==> src/rtl/aes_round_scheduler.sv <==
// Sequencer for an iterative one-round-per-cycle AES datapath: key load, block load, rounds 0..NR, ciphertext out.
// Latency: block accepted at T -> LOAD at T+1, ROUND T+2..T+NR+1, out_valid at T+NR+2; minimum block period NR+3.
// Backpressure: out_valid holds with stable out_data until out_ready; no key or block is accepted outside IDLE.
module aes_round_scheduler #(
    parameter int NR = 10
) (
    input  logic         clk,
    input  logic         rst,
    input  logic         key_valid,
    output logic         key_ready,
    output logic         kx_start,
    input  logic         kx_done,
    output logic         key_loaded,
    input  logic         in_valid,
    output logic         in_ready,
    input  logic [127:0] in_data,
    output logic [127:0] dp_data,
    output logic         dp_load,
    output logic         dp_en,
    output logic         dp_final,
    output logic [3:0]   rk_sel,
    input  logic [127:0] dp_state,
    output logic         out_valid,
    input  logic         out_ready,
    output logic [127:0] out_data,
    output logic         busy
);

    // Only the three AES key sizes are meaningful round counts.
    generate
        if (NR != 10 && NR != 12 && NR != 14) begin : g_bad_nr
            $error("aes_round_scheduler: NR must be 10, 12 or 14");
        end
    endgenerate

    localparam logic [3:0] LP_NR = 4'(NR);

    typedef enum logic [2:0] {
        S_IDLE   = 3'd0,
        S_KEYEXP = 3'd1,
        S_LOAD   = 3'd2,
        S_ROUND  = 3'd3,
        S_OUT    = 3'd4
    } state_t;

    state_t         r_state;
    state_t         w_next;

    logic           r_key_loaded;
    logic           r_kx_first;     // first cycle spent in KEYEXP
    logic [127:0]   r_dp_data;
    logic [3:0]     r_cnt;          // round counter, 1..NR while in ROUND
    logic           r_out_first;    // first cycle spent in OUT
    logic [127:0]   r_out_data;

    logic           w_key_ready;
    logic           w_in_ready;
    logic           w_key_hs;
    logic           w_in_hs;
    logic           w_last_round;

    // Request acceptance: combinational from state, key_loaded and key_valid only; a key beats a block.
    assign w_key_ready  = (r_state == S_IDLE);
    assign w_in_ready   = (r_state == S_IDLE) && r_key_loaded && !key_valid;
    assign w_key_hs     = key_valid && w_key_ready;
    assign w_in_hs      = in_valid && w_in_ready;
    assign w_last_round = (r_state == S_ROUND) && (r_cnt == LP_NR);

    // State register.
    always_ff @(posedge clk) begin
        if (rst) begin
            r_state <= S_IDLE;
        end else begin
            r_state <= w_next;
        end
    end

    // Next-state logic.
    always_comb begin
        w_next = r_state;
        case (r_state)
            S_IDLE: begin
                if (w_key_hs) begin
                    w_next = S_KEYEXP;
                end else if (w_in_hs) begin
                    w_next = S_LOAD;
                end
            end
            S_KEYEXP: begin
                if (kx_done) begin
                    w_next = S_IDLE;
                end
            end
            S_LOAD: begin
                w_next = S_ROUND;
            end
            S_ROUND: begin
                if (w_last_round) begin
                    w_next = S_OUT;
                end
            end
            S_OUT: begin
                if (out_ready) begin
                    w_next = S_IDLE;
                end
            end
            default: begin
                w_next = S_IDLE;
            end
        endcase
    end

    // Key schedule validity and the key-expansion start marker.
    always_ff @(posedge clk) begin
        if (rst) begin
            r_key_loaded <= 1'b0;
            r_kx_first   <= 1'b0;
        end else begin
            r_kx_first <= w_key_hs;
            if (w_key_hs) begin
                r_key_loaded <= 1'b0;
            end else if ((r_state == S_KEYEXP) && kx_done) begin
                r_key_loaded <= 1'b1;
            end
        end
    end

    // Block register and round counter.
    always_ff @(posedge clk) begin
        if (rst) begin
            r_dp_data <= '0;
            r_cnt     <= 4'd0;
        end else begin
            if (w_in_hs) begin
                r_dp_data <= in_data;
            end
            if (r_state == S_LOAD) begin
                r_cnt <= 4'd1;
            end else if ((r_state == S_ROUND) && !w_last_round) begin
                r_cnt <= r_cnt + 4'd1;
            end
        end
    end

    // Ciphertext capture. The datapath register only holds the final-round
    // result from the first OUT cycle on, so it is captured at the end of
    // that cycle; any reset drops a pending ciphertext.
    always_ff @(posedge clk) begin
        if (rst) begin
            r_out_first <= 1'b0;
            r_out_data  <= '0;
        end else begin
            r_out_first <= w_last_round;
            if (r_out_first) begin
                r_out_data <= dp_state;
            end
        end
    end

    // Output decode: every datapath control is zero outside its own state.
    always_comb begin
        key_ready  = w_key_ready;
        in_ready   = w_in_ready;
        key_loaded = r_key_loaded;
        dp_data    = r_dp_data;
        kx_start   = 1'b0;
        dp_load    = 1'b0;
        dp_en      = 1'b0;
        dp_final   = 1'b0;
        rk_sel     = 4'd0;
        out_valid  = 1'b0;
        busy       = (r_state != S_IDLE);
        // First OUT cycle forwards the datapath register while it is being captured.
        out_data   = r_out_first ? dp_state : r_out_data;
        case (r_state)
            S_KEYEXP: begin
                kx_start = r_kx_first;
            end
            S_LOAD: begin
                dp_load = 1'b1;
            end
            S_ROUND: begin
                dp_en    = 1'b1;
                rk_sel   = r_cnt;
                dp_final = (r_cnt == LP_NR);
            end
            S_OUT: begin
                out_valid = 1'b1;
            end
            default: begin
            end
        endcase
    end

endmodule

==> config.mk <==
export PLATFORM = sky130hd
export DESIGN_NAME = aes_round_scheduler
export DESIGN_NICKNAME = d
export VERILOG_FILES = /design/src/rtl/aes_round_scheduler.sv
export SDC_FILE = /design/constraint.sdc
export NUM_CORES = 1
export LEC_CHECK = 0
export CAP_MARGIN = 20
export CORE_AREA = 2 2 205 207
export DETAILED_ROUTE_END_ITERATION = 16
export DIE_AREA = 0 0 207 209
export SETUP_SLACK_MARGIN = 0.2
export SYNTH_ARGS = -nofsm -noshare
export SYNTH_HDL_FRONTEND = slang
export SYNTH_SLANG_ARGS = --single-unit
==> constraint.sdc <==
create_clock -name clk -period 2.1 [get_ports clk]
set_clock_uncertainty 0.2 [all_clocks]
set_input_delay 0.315 -clock clk [delete_from_list [all_inputs] [get_ports clk]]
set_output_delay 0.315 -clock clk [all_outputs]
set_load 0.01 [all_outputs]
After elaboration in Yosys (flattened, before gate mapping)

Index checks and enable logic that the tools add are counted.

Word-level logic and storage cells: 48
Output and inout port bits: 269
Register bits: 266

Mux-type cells: 15
Add/subtract/negate cells: 1
Reductions and logical operators: 15
Eq/ne operators: 9

Operators with widths:

| operator            | count |
|---|---|
| $mux 128            | 1 |
| $mux 3              | 5 |
| $pmux 3 s5          | 1 |
| $logic_and 1x1->1   | 7 |
| $mux 1              | 7 |
| $eq 3x2->1 const B  | 2 |
| $ne 2x2->1 const B  | 3 |
| $add 4x1->4 const B | 1 |
| $eq 4x4->1 const B  | 1 |
| $mux 4              | 1 |
| $reduce_and 4->1    | 1 |
| $reduce_or 2->1     | 2 |
| $eq 3x1->1 const B  | 1 |
| $eq 3x3->1 const B  | 1 |
| $logic_not 3->1     | 1 |
| $ne 3x1->1 const B  | 1 |
| $reduce_bool 3->1   | 1 |
| $logic_not 1->1     | 2 |
| $reduce_bool 2->1   | 1 |

Depth between registers and ports, before layout

Word-level depth: 7
Depth in mapped cells: 6
Mapped depth without buffers: 5

Worst setup path after synthesis

OpenSTA, ideal clock, no wires.

Path type: register to output
Start point: register r_out_first
End point: output port out_data[100]
Cell stages (with the launch flop): 4
Required time: 1585 ps
Arrival: 1136 ps
Setup slack: 449 ps
Cells stage by stage: dfxtp_1 > clkbuf_1 > buf_2 > mux2_2

Longest elaborated chain between the ends: 1

Ends and longest elaborated chain:

| element                  | line | text |
|---|---|---|
| start: declaration       | 53   | `logic r_out_first;` |
| start signal: assignment | 153  | `r_out_first <= w_last_round;` |
| $mux 128                 | n/a  |  |
| end: declaration         | 25   | `output logic [127:0] out_data,` |

Every way passes these cells.

Worst setup path after layout

Start point: register r_out_first
End point: output port out_data[55]

Same word-level chain as after synthesis.

==> flow_summary.ini <==
[outcome]
status = finished, violations left
violations = setup timing

[floorplanning]
ios = 531
fp.dieW_um = 207
die_h_um = 209
start_util_pct = 27.4
dieArea_sq_um = 43300
num_rows = 75
core-area_sq_um = 41300

[clock_network]
numCtsBuffers = 34
clockBufferDepth = 3
clk_pin_slew_ps = 60
cts_num_sinks = 266
cts_max_level = 2
clk_latency_ps = 520
cts_tree = done
root_buffer = clkbuf_16

[route]
drt-vias-per-instance = 4.31
wirelength_um = 39900
num_vias = 9543
drc_errors = 0
ant_nets = 0
drt_iter0_drc = 337
drt_pass1_iterations = 4
wire_per_inst_um = 18.0

[worst_setup_path]
cp_max_fo = 7
startpoint_type = flip-flop
critPathKind = flip-flop to output port
critical_path_required_ps = 1580
worst_setup_path_end_kind = output port
cp.arrival_ps = 1810

[grt]
met3_usage_pct = 6.48
grt_pass1_wl_um = 55800
use_met1_pct = 18.5
top_usage_layer = met2
use_met2_pct = 27.6
track_usage_pct = 16.3
grt_start_max_net_pins = 74
grt_remaining_overflow = 0
first_global_vias = 9708
grt_antenna_before_repair = 1

[layout]
num_antenna_cells = 0
finish.net_count = 1912
drive_gt1_share_pct = 28.0
fillers = 3719
post-route-cell-area_sq_um = 20600
final_cell_mix = dfxtp_1 (261), clkdlybuf4s50_1 (260), nand2b_1 (258)
layout_commonest_cell = dfxtp_1
area_growth_pct = 82.1
multi_input_area_sq_um = 5920
fin_cells = 2212
fin_util_pct = 49.9
seqCellArea_sq_um = 5340

[synthesis]
synthCells = 1035
synth_area_sq_um = 11300
synth.area.top_cells = dfxtp_1 (47%), nand2b_1 (14%), mux2_2 (13%)
ys_types = 35
synth-seq-cells = 266
synth-warning-count = 0
yosys.area.top_type = dfxtp_1
syn_area_per_cell_sq_um = 10.9
ys_seq_area_share_pct = 47.1
synth_ff_type = dfxtp_1
synthArstFlopShare_pct = 0
yosys.area.top_type_share_pct = 47.1
syn_nets = 1299
synth_edf_count = 0

[sta]
worstMarginPinSlew_ps = 453
fmax_mhz = 431
slew_violations = 0
rsz0062_at_grt = true
period_share_pct = 111
setup_ws_ps = -222
fin_crit_ps = 2320
finalHoldViolations = 0
final.setup.tns_ps = -26600
setup_viol = 260
slew_headroom_pct = 69.8

[worst_hold_path]
hp-class = primary input to flip-flop

[power_and_ir_drop]
p_leak_nw = 10.3
clock_power_share_pct = 48.7
comb_power_share_pct = 8.6
switchingPower_mw = 2.61
p_seq_share_pct = 42.7
power_switching_share_pct = 21.9
p_int_mw = 9.31
vdd_ir_drop_max_uv = 420
power_density_nw_per_um2 = 579

[placed_design]
dpl.cell_count = 2077
preCtsSetupSlack_ps = -24.9
gp_congestion = 0.790
placed_cell_area_sq_um = 17400
dp_hpwl_um = 26700
portBuffers = 530

[job]
cap_violations = 0
## sequential cells by signal (all words and copies together) (netlist names)
| signal | flops |
|---|---|
| dp_data | 128 |
| key_loaded | 1 |
| r_cnt | 4 |
| r_kx_first | 1 |
| r_out_data | 128 |
| r_out_first | 1 |
| r_state | 3 |
## cell families after synthesis
group,synth area share [%]
and+or+nand+nor,22.8
adders and majority gates,0.221
muxes,24.1
AOI/OAI and AO/OA,0.929
DFF,47.1
buffers and inverters,4.88
## power groups by stage
stage	sequential (mW)	clock, mW	combinational (mW)
after floorplan	5.21	0	0.292
after global placement	5.20	0	0.947
after detailed placement	5.20	0	0.956
after CTS	5.09	6.03	0.970
after global routing	5.09	6.23	1.10
final	5.09	5.80	1.03
## area by class of cell
type                       count  area share (%)
sequential                   266            25.9
timing repair buffer         654            36.5
tap                          539            3.27
inverter                       5           0.115
multi-input combinational    687            28.7
clock inverter                12           0.443
clock buffer                  49            5.00
## metrics by stage
| step | hold slack [ps] | power [mW] |
|---|---|---|
| 2_1_floorplan | 212 | 5.50 |
| 3_3_place_gp | 257 | 6.15 |
| 3_5_place_dp | 260 | 6.16 |
| 4_1_cts | 119 | 12.1 |
| 5_1_grt | 139 | 12.4 |
| 6_report | 163 | 11.9 |
## cells in the mapped netlist, types with 2 or more instances
library cell and number:
mux2_2 128, nor2b_1 128, and3b_1 2, nor3b_1 2, nand3_1 2, nand2b_1 258
a31oi_1 3, and3_1 2, o21ai_0 2, nand2_1 3, inv_1 5, clkbuf_1 45
mux2i_1 128, buf_12 13, dfxtp_1 266, ha_1 2, and2_1 3, nor2_1 4
a21oi_1 7, buf_2 17
## layer usage
layer / up-vias / part of all wire [%]
met1: 4476 / 41
met5: - / 0.033
li1: 4619 / -
met3: 55 / 8.7
met2: 391 / 48
met4: 2 / 2.4
## path summary, 6_finish.rpt
| check | startpoint | endpoint | slack (ps) | cells after the start |
|---|---|---|---|---|
| min reg2reg | dp_data[101]$_SDFFE_PP0P_ | dp_data[101]$_SDFFE_PP0P_ | 260 | 2 |
| max | r_out_first$_SDFF_PP0_ | out_data[55] | -220 | 5 |
| max reg2reg | r_state[1]$_SDFFE_PP0P_ | dp_data[102]$_SDFFE_PP0P_ | -130 | 9 |
| min | in_data[75] | dp_data[75]$_SDFFE_PP0P_ | 160 | 3 |
## timing repair
item / CTS / global route
endpoints found under the hold margin: 1 / 0
pin swaps: 4 / 3
hold buffers: 1 / 0
setup buffers: 11 / 37
gates cloned: 4 / 21
resized for setup: 417 / 608
setup endpoints to repair: 338 / 390
## worst max-delay path, stage by stage, from the launching register on
cell and delay [ps]:
dfxtp_4 430, clkbuf_16 200, buf_12 120, buf_6 100
mux2_4 310, buf_6 120
Power figures use the tool's default switching activity.
